==> config.mk <==
export PLATFORM = sky130hd
export DESIGN_NAME = bit_serial_adder
export DESIGN_NICKNAME = d
export VERILOG_FILES = /design/src/rtl/bit_serial_adder.sv
export SDC_FILE = /design/constraint.sdc
export NUM_CORES = 1
export LEC_CHECK = 0
export ABC_AREA = 1
export BUFFER_PORTS_ARGS = -buffer_cell sky130_fd_sc_hd__buf_2
export CORE_ASPECT_RATIO = 1.25
export CORE_MARGIN = 2
export CORE_UTILIZATION = 40
export DETAILED_ROUTE_END_ITERATION = 6
export PLACE_DENSITY = 0.63
export RECOVER_POWER = 50
export SLEW_MARGIN = 20
export SYNTH_ARGS = -nofsm -noshare
export SYNTH_HDL_FRONTEND = slang
export SYNTH_SLANG_ARGS = --single-unit
==> constraint.sdc <==
create_clock -name clk -period 1.2 [get_ports clk]
set_input_delay 0.06 -clock clk [delete_from_list [all_inputs] [get_ports clk]]
set_output_delay 0.06 -clock clk [all_outputs]
set_load 0.02 [all_outputs]
==> src/rtl/bit_serial_adder.sv <==
// Bit-serial adder: one full_adder cell, fed LSB-first, carry held in a flop.
// Operands are captured on start; Sum/Cout update only on completion.

module full_adder (
   input  logic i_a,
   input  logic i_b,
   input  logic i_cin,
   output logic o_sum,
   output logic o_cout
);
   assign o_sum  = i_a ^ i_b ^ i_cin;
   assign o_cout = (i_a & i_b) | (i_cin & (i_a ^ i_b));
endmodule

module bit_serial_adder #(
   parameter int WIDTH = 8
) (
   input  logic             clk,
   input  logic             rst,
   input  logic             start,
   input  logic [WIDTH-1:0] A,
   input  logic [WIDTH-1:0] B,
   input  logic             Cin,
   output logic             busy,
   output logic             done,
   output logic [WIDTH-1:0] Sum,
   output logic             Cout
);
   localparam int CW = (WIDTH > 1) ? $clog2(WIDTH) : 1;
   localparam logic [CW-1:0] LAST = CW'(WIDTH - 1);

   typedef enum logic [1:0] {IDLE, RUN, DONE} state_t;

   state_t           r_state;
   state_t           w_next;
   logic [WIDTH-1:0] r_sh_a;
   logic [WIDTH-1:0] r_sh_b;
   logic [WIDTH-1:0] r_acc;
   logic [WIDTH-1:0] w_acc_nxt;
   logic [WIDTH-1:0] r_sum;
   logic [CW-1:0]    r_cnt;
   logic             r_carry;
   logic             r_cout;
   logic             r_busy;
   logic             r_done;
   logic             w_s;
   logic             w_co;
   logic             w_last;

   full_adder u_fa (
      .i_a    (r_sh_a[0]),
      .i_b    (r_sh_b[0]),
      .i_cin  (r_carry),
      .o_sum  (w_s),
      .o_cout (w_co)
   );

   // Sum bits enter at the MSB so the LSB-first stream lands in place.
   generate
      if (WIDTH == 1) begin : g_acc1
         assign w_acc_nxt = w_s;
      end else begin : g_accn
         assign w_acc_nxt = {w_s, r_acc[WIDTH-1:1]};
      end
   endgenerate

   assign w_last = (r_cnt == LAST);

   always_ff @(posedge clk or posedge rst) begin
      if (rst) r_state <= IDLE;
      else     r_state <= w_next;
   end

   always_comb begin
      w_next = r_state;
      case (r_state)
         IDLE:    if (start) w_next = RUN;
         RUN:     if (w_last) w_next = DONE;
         DONE:    w_next = IDLE;
         default: w_next = IDLE;
      endcase
   end

   always_ff @(posedge clk or posedge rst) begin
      if (rst) begin
         r_sh_a  <= '0;
         r_sh_b  <= '0;
         r_acc   <= '0;
         r_cnt   <= '0;
         r_carry <= 1'b0;
         r_sum   <= '0;
         r_cout  <= 1'b0;
         r_busy  <= 1'b0;
         r_done  <= 1'b0;
      end else begin
         r_done <= 1'b0;
         case (r_state)
            IDLE: begin
               if (start) begin
                  r_sh_a  <= A;
                  r_sh_b  <= B;
                  r_carry <= Cin;
                  r_acc   <= '0;
                  r_cnt   <= '0;
                  r_busy  <= 1'b1;
               end
            end
            RUN: begin
               r_sh_a  <= r_sh_a >> 1;
               r_sh_b  <= r_sh_b >> 1;
               r_acc   <= w_acc_nxt;
               r_carry <= w_co;
               r_cnt   <= r_cnt + 1'b1;
               if (w_last) begin
                  r_sum  <= w_acc_nxt;
                  r_cout <= w_co;
                  r_busy <= 1'b0;
                  r_done <= 1'b1;
               end
            end
            default: ;
         endcase
      end
   end

   assign busy = r_busy;
   assign done = r_done;
   assign Sum  = r_sum;
   assign Cout = r_cout;

endmodule

; ---- After elaboration in Yosys (flattened, before gate mapping)
; Index checks and enable logic that the tools add are counted.
[word_totals]
output_inout_bits = 11
in_bits = 20
ff_bits = 41
word_cells = 44
[op_classes]
add_sub_neg = 1
mux = 18
bitwise = 5
n_reduce_logical = 6
n_eq_ne = 4
[op_table]
columns = cell, count
row1 = 8-bit one-hot mux with 2 select lines, 3
row2 = 8-bit 2-to-1 mux, 3
row3 = 3-bit one-hot mux with 2 select lines, 1
row4 = 2-bit AND reduction, 3
row5 = 1-bit 2-to-1 mux, 5
row6 = 2-bit 2-to-1 mux, 2
row7 = 2-bit != test (second input constant), 2
row8 = 1-bit one-hot mux with 2 select lines, 2
row9 = 2-bit one-hot mux with 2 select lines, 1
row10 = 3-bit by 1-bit adder with 3-bit output (second input constant), 1
row11 = 3-bit == test (second input constant), 1
row12 = 3-bit 2-to-1 mux, 1
row13 = 3-bit AND reduction, 1
row14 = 1-bit AND, 2
row15 = 2-bit by 1-bit == test with 1-bit output (second input constant), 1
row16 = 2-bit zero test, 1
row17 = 2-bit nonzero test, 1
row18 = 1-bit bitwise XOR, 2
row19 = 1-bit bitwise OR, 1

; ---- Longest topological paths before layout
; Gate-level depths: netlist of run 1.
[logic_depth]
depth_word = 4
ltp_mapped = 7
ltp_nobuf = 6

; ---- By module
; Synthesis of run 1 repeated with hierarchy kept, for this count alone.
[unflattened]
cells_unflattened = 214
hier_area_um2 = 1833.0
[by_module_without_submodules]
columns = mod, cells_per_inst, area_per_inst_um2, seq_area_each_um2, n_inst
row1 = bit_serial_adder, 213, 1813.0, 1001.0, 1
row2 = full_adder, 1, 20.0, 0.0, 1

; ---- Worst setup path before layout of run 1
; No wires, ideal clock.
[synth_path]
path_type = flip-flop to flip-flop
from = register r_cnt[0]
to = register r_cout (netlist: Cout)
path_stages_with_launch = 6
setup_time_ns = 0.118
n_path_buf = 1
period_less_slack_ns = 1.252
arrival_ns = 1.134
required_ns = 1.082
path_slack_ns = -0.052
path_cell_list = dfrtp_1 -> ha_1 -> ha_1 -> nand2_2 -> buf_6 -> o21ai_2
[synth_between]
elab_chain_cells = 2
[synth_rtl]
columns = item, line
row1 = "start, declared", 41  ; logic [CW-1:0] r_cnt;
row2 = "start signal, assigned", 113  ; r_cnt <= r_cnt + 1'b1;
row3 = 3-bit == test, 67  ; assign w_last = (r_cnt == LAST);
row4 = 2-bit AND reduction (no line), n/a
row5 = "end signal, assigned", 116  ; r_cout <= w_co;
row6 = "end, declared", 43  ; logic r_cout;
; No other way between the ends.
; A chain may end at the register's enable or synchronous reset.

; ---- Final worst setup path of run 1
[layout_path]
from = register r_sh_a[0]
to = register r_acc[7]
[layout_between]
elab_chain_cells = 3
[layout_rtl]
columns = item, line
row1 = "start, declared", 36  ; logic [WIDTH-1:0] r_sh_a;
row2 = "start signal, assigned", 109  ; r_sh_a <= r_sh_a >> 1;
row3 = 1-bit bitwise XOR (2 in a row), 11  ; assign o_sum = i_a ^ i_b ^ i_cin;
row4 = net u_fa.o_sum, 8  ; output logic o_sum,
row5 = 8-bit one-hot mux with 2 select lines, 97  ; case (r_state)
row6 = "end signal, assigned", 111  ; r_acc <= w_acc_nxt;
row7 = "end, declared", 38  ; logic [WIDTH-1:0] r_acc;
; The timed path passes the listed nets, and every way through them passes these cells.

==> metrics, run 1 <==
Warnings, synthesis=0; static leakage=1.27 nW; Cell Pwr Density=2640 mW/mm²; Max rail drop VDD=1.15 mV; delay-heaviest family, CP=adder cells; PortBufs=30; final wirelength=3.69 mm; CP Launch Type=flip-flop; IO Count=31; first-pass GRT wire length=6.44 mm; die height=81.4 µm; share of layout cells above drive strength 1=between 20% and 30%; Min-Delay Path Class=primary input to flip-flop; Initial DRC Count=97; Worst-path clk slew=0.07 ns; final hold viol count=0; outcome=complete, no violations; Final HPWL DP=2.47 mm; post-synthesis register bit count=40; Nets=slightly below 300; Async SR Flop Fraction=100%; CP max stage delay=0.59 ns; register area=0.00100 mm²; Slew @ Worst Pin=0.547 ns; Final Cell Area=0.00239 mm²; # diodes=0; Unique masters post-synth=19; Synth top cells by count=nand2_1, nand3_1, dfrtp_1, inv_1, o21ai_2; drt pass-1 iters=4; Root Buffer=clkbuf_8; Vias=1,543; post-synthesis sequential area ratio=between 50 and 60%; number of global-route vias before repair=1,455; CTS tree=done; row count=28; WP data arrival=between 1 and 1.5 ns; htree depth=2; DR vias/cell=4.66; nature of the critical path endpoint=flip-flop; Routed wire per std cell=11.2 µm; pin count of the biggest net entering global routing=41; CTS buffer count=5; Top FF cell, synth=dfrtp_1; DRC Markers=0; area used by multi-input combinational logic=739 µm²; RSZ-0062 raised after global routing=true; grt ovf=0; top cell type's share of synthesized area=52.2%; antenna violations before repair=0; die width=roughly 66 µm; antenna viol nets, final=0; max cap viols=0; Synth area leader=dfrtp_1; final period utilization=just under 100%; CP max FO=2; Cell Area, Synth=0.00192 mm²; WP data required=1.42 ns; Syn Inst Count=227; top cells by area, synth=dfrtp_1, nand3_1, nand2_1; Starting Density=between 40% and 50%; CP Class=flip-flop to flip-flop; mean post-synth cell area=8.46 µm²; placer congestion estimate=0.725; Net Count, Synth=250; Max Freq=846 MHz; DP Area=~0.0022 mm²; Final Max Tran Viols=0; clk sink count=40; # setup viols final=0; number of enable flip-flop cells after synthesis=0; Clock Tree Buf Depth=2; Slowest cell on crit path=fa_2; Placeable Area=0.00469 mm²; Critical path buffers and inverters=0; Cell Chain, Critical Path=fa_2 > nand2_1 > o21ai_1; die area=0.00537 mm²; GRT Util Overall=15.9%; Clock Latency Late Sink=0.29 ns; minimum clock period=1.18 ns; Max Clock Skew=0.00364 ns; most common cell in the netlist=nand2_1; FILL cells=483; fin util=~51%; worst rel slew slack=63.6%; layout overhead on the synthesized area=24.5%
## state kept, by name, indices dropped and copies added (netlist names)
signal,flops
busy,1
r_sh_a,8
Sum,8
Cout,1
done,1
r_state,2
r_carry,1
r_cnt,3
r_sh_b,8
r_acc,7
## what timing repair did
item | in CTS | in global routing
hold buffers | 3 | 0
gates resized for setup | 5 | 12
endpoints found under the hold margin | 42 | 0
endpoints found under the setup margin | 9 | 35
pin swaps | 1 | 5
setup buffers | 0 | 2
## worst register-to-register path, cell delays in order (launching register included)
cell and delay (ns):
dfrtp_1 0.41, fa_2 0.59, nand2_1 0.05, o21ai_1 0.07
## cells by family after synthesis
kind of cell,synth area share (%)
and+or+nand+nor,26.6
AOI/OAI and AO/OA,6.71
buffers and inverters,12.2
adders and majority gates,2.35
DFF,52.2
## per-stage QoR
stage / std cells / hold WS [ns] / power (W) / TNS (ns) / setup slack (ns)
floorplan: 227 / 0.181 / 0.00427 / 0 / 0.0172
global placement: 318 / 0.133 / 0.00488 / 0 / 0.00461
detailed placement: 318 / 0.135 / 0.00498 / -0.0614 / -0.0124
CTS: 329 / 0.0625 / 0.00628 / 0 / 0.00516
global route: 331 / 0.0910 / 0.00689 / -0.0912 / -0.0578
finish: 331 / 0.0720 / 0.00631 / 0 / 0.0178
## cell usage in the layout (no fill, tap or decap), types with 2 or more instances in the layout
master / netlist / layout
buf_2: 4 / 27
buf_4: 3 / 11
buf_6: 3 / 2
clkbuf_1: 1 / 3
clkbuf_8: 0 / 7
dfrtp_1: 40 / 38
dfrtp_2: 0 / 2
dlygate4sd3_1: 0 / 3
inv_1: 39 / 38
inv_2: 2 / 2
nand2_1: 57 / 55
nand2_2: 1 / 2
nand2_4: 3 / 2
nand2_8: 0 / 2
nand3_1: 47 / 47
nor2_1: 4 / 2
nor2_2: 1 / 2
o21ai_0: 6 / 5
o21ai_1: 4 / 5
o21ai_2: 8 / 8
## worst paths after layout
check,from,to,slack (ns),cells after the start
min reg2reg,busy,busy,0.47,2
max,r_sh_a[0],r_acc[7],0.02,3
max reg2reg,r_sh_a[0],r_acc[7],0.02,3
min in group asynchronous,rst,Cout,0.47,4
max in group asynchronous,rst,r_state[0],0.33,4
min,B[2],r_sh_b[2],0.07,5
## report_power, final
part           switching, W  total (W)  leakage [nW]  internal, W
Sequential         0.000361    0.00233         0.492      0.00197
Combinational       0.00165    0.00279         0.718      0.00114
Clock              0.000454    0.00119        0.0645     0.000734
## per-layer routing
metal  vias up  track usage (%)  wire [µm]
li1        785                -          -
met1       718             19.6       1640
met2        36             26.4       1820
met3         4             3.70        160
met4         0             7.35         70
met5         -                0          0
## layout make-up
cell class / count / share of cell area, %
tap: 60 / 3.14
inverter: 41 / 6.54
sequential: 40 / 42.0
timing repair buffer: 47 / 12.1
multi-input combinational: 135 / 30.9
clock inverter: 1 / 1.26
clock buffer: 7 / 4.03
Note: power is estimated with default switching activity, not from simulation.
==> run 2: changes to the inputs <==
--- a/config.mk
+++ b/config.mk
@@ -13,6 +13,7 @@
 export DETAILED_ROUTE_END_ITERATION = 6
 export PLACE_DENSITY = 0.63
 export RECOVER_POWER = 50
+export REMOVE_ABC_BUFFERS = 1
 export SLEW_MARGIN = 20
 export SYNTH_ARGS = -nofsm -noshare
 export SYNTH_HDL_FRONTEND = slang
==> run 2 against run 1 <==
Utilization increased by 2.4 points. The flow now finishes with violations (negative setup slack). Critical endpoint unchanged. Maximum frequency is 2.1% lower. Clock skew up 0.0058 ns. Clock-buffer cell count decreased by 2. Clock power is 26% lower.
==> metrics, run 2 (synthesis gave the netlist of run 1 again) <==
DR vias/cell=about 4.7; Cell Pwr Density=2520 mW/mm²; pin count of the biggest net entering global routing=41; outcome=finished with violations; CTS buffer count=5; DRC Markers=0; DP Area=0.00218 mm²; die height=81.4 µm; Root Buffer=clkbuf_8; nature of the critical path endpoint=flip-flop; worst r2r src=r_sh_a[0]; static leakage=1.33 nW; final wirelength=3.89 mm; die width=between 60 and 70 µm; first-pass GRT wire length=6.48 mm; CP max FO=2; # setup viols final=1; Clock Tree Buf Depth=2; Final Cell Area=0.00250 mm²; DP Cell Count=317; # diodes=0; R2R Setup Slk=-0.007 ns; clk sink count=40; CP Capture Point=r_acc[7]; Routed wire per std cell=11.6 µm; FILL cells=461; CP Class=flip-flop to flip-flop; htree depth=2; minimum clock period=1.21 ns; Max Clock Skew=0.00940 ns; Min-Delay Path Class=primary input to flip-flop; layout overhead on the synthesized area=30.4%; worst r2r dst=r_acc[7]; WP data required=1.42 ns; Final WS setup=-0.00747 ns; number of global-route vias before repair=about 1,500; Worst-path clk slew=0.08 ns; Worst R2R Path Depth=3; PortBufs=30; Nets=slightly below 300; grt ovf=0; most frequent cells in the layout=nand2_1, nand3_1, dfrtp_1, inv_1, buf_2; fin cells=334; WP data arrival=1.43 ns; final hold viol count=0; drt pass-1 iters=4; Max rail drop VDD=0.972 mV; Clock Latency Late Sink=0.29 ns; IO Count=31; worst rel slew slack=63.8%; antenna viol nets, final=0; Vias=1,571; CTS tree=done; violated checks=negative setup slack; CP Launch Type=flip-flop; Final HPWL DP=2.38 mm; Starting Density=40.9%; Placeable Area=approximately 0.0047 mm²; Final Max Tran Viols=0; antenna violations before repair=0; placer congestion estimate=0.720; GRT Util Overall=15.8%; Initial DRC Count=57; Critical path origin=r_sh_a[0]; Slew @ Worst Pin=0.543 ns; Max Freq=828 MHz; row count=28; share of layout cells above drive strength 1=32.8%; RSZ-0062 raised after global routing=true; die area=0.00537 mm²; max cap viols=0; commonest non-fill, non-tap cell in the layout=nand2_1; final period utilization=101%
-- run 2: power by group --
part	internal, W	switching [W]	leakage, nW
clock	0.000405	0.000474	0.0479
sequential	0.00197	0.000395	0.492
combinational	0.00134	0.00172	0.792
-- run 2: per-stage QoR --
stage / worst slack, ns / power (W) / setup TNS (ns) / hold WS [ns] / utilization, %
after floorplan: -0.344 / 0.00408 / -6.53 / 0.181 / -
after global placement: 0.0112 / 0.00494 / 0 / 0.134 / 46.5
after detailed placement: -0.0336 / 0.00501 / -0.263 / 0.134 / 46.5
after CTS: -0.00300 / 0.00605 / -0.00300 / 0.0626 / 50.2
after global routing: -0.0309 / 0.00686 / -0.187 / 0.0811 / 53.3
final: -0.00747 / 0.00630 / -0.00747 / 0.0689 / 53.3
-- run 2: per-layer routing --
layer | track usage, % | up-vias | wire, µm
li1 | - | 799 | -
met1 | 18.6 | 735 | 1700
met2 | 27.9 | 31 | 1980
met3 | 4.11 | 6 | 152
met4 | 5.51 | 0 | 53
met5 | 0 | - | 0
-- run 2: worst min path at each step --
stage	from	end	slack (ns)	depth (start not counted)
after floorplan	A[7]	r_sh_a[7]	0.18	2
final	A[5]	r_sh_a[5]	0.07	5
after detailed placement	rst	r_acc[1]	0.13	3
after CTS	B[3]	r_sh_b[3]	0.06	5
after global placement	rst	Sum[3]	0.13	3
after global routing	A[5]	r_sh_a[5]	0.08	5
-- run 2: layout make-up --
cell class	count	area, µm²	share of cell area (%)
flip-flops and latches	40	1000	40.1
multi-input cells	135	792	31.7
repair buffers	50	388	15.5
inverters	41	156	6.25
well taps	60	75.1	3.00
clock buffers	5	68.8	2.75
clock inverters	3	18.8	0.750
-- run 2: critical path, cell delays in order (launching register included) --
cell and delay, ns:
dfrtp_1 0.42, fa_2 0.60, nand2_1 0.05, o21ai_1 0.07
-- run 2: what timing repair did --
action                                  CTS  global route
endpoints found under the setup margin   13            30
cloned                                    1             2
pin swaps                                 2             4
hold endpoints to repair                 42             0
setup buffers                             1             2
gates resized for setup                   6            26
hold buffers                              3             0
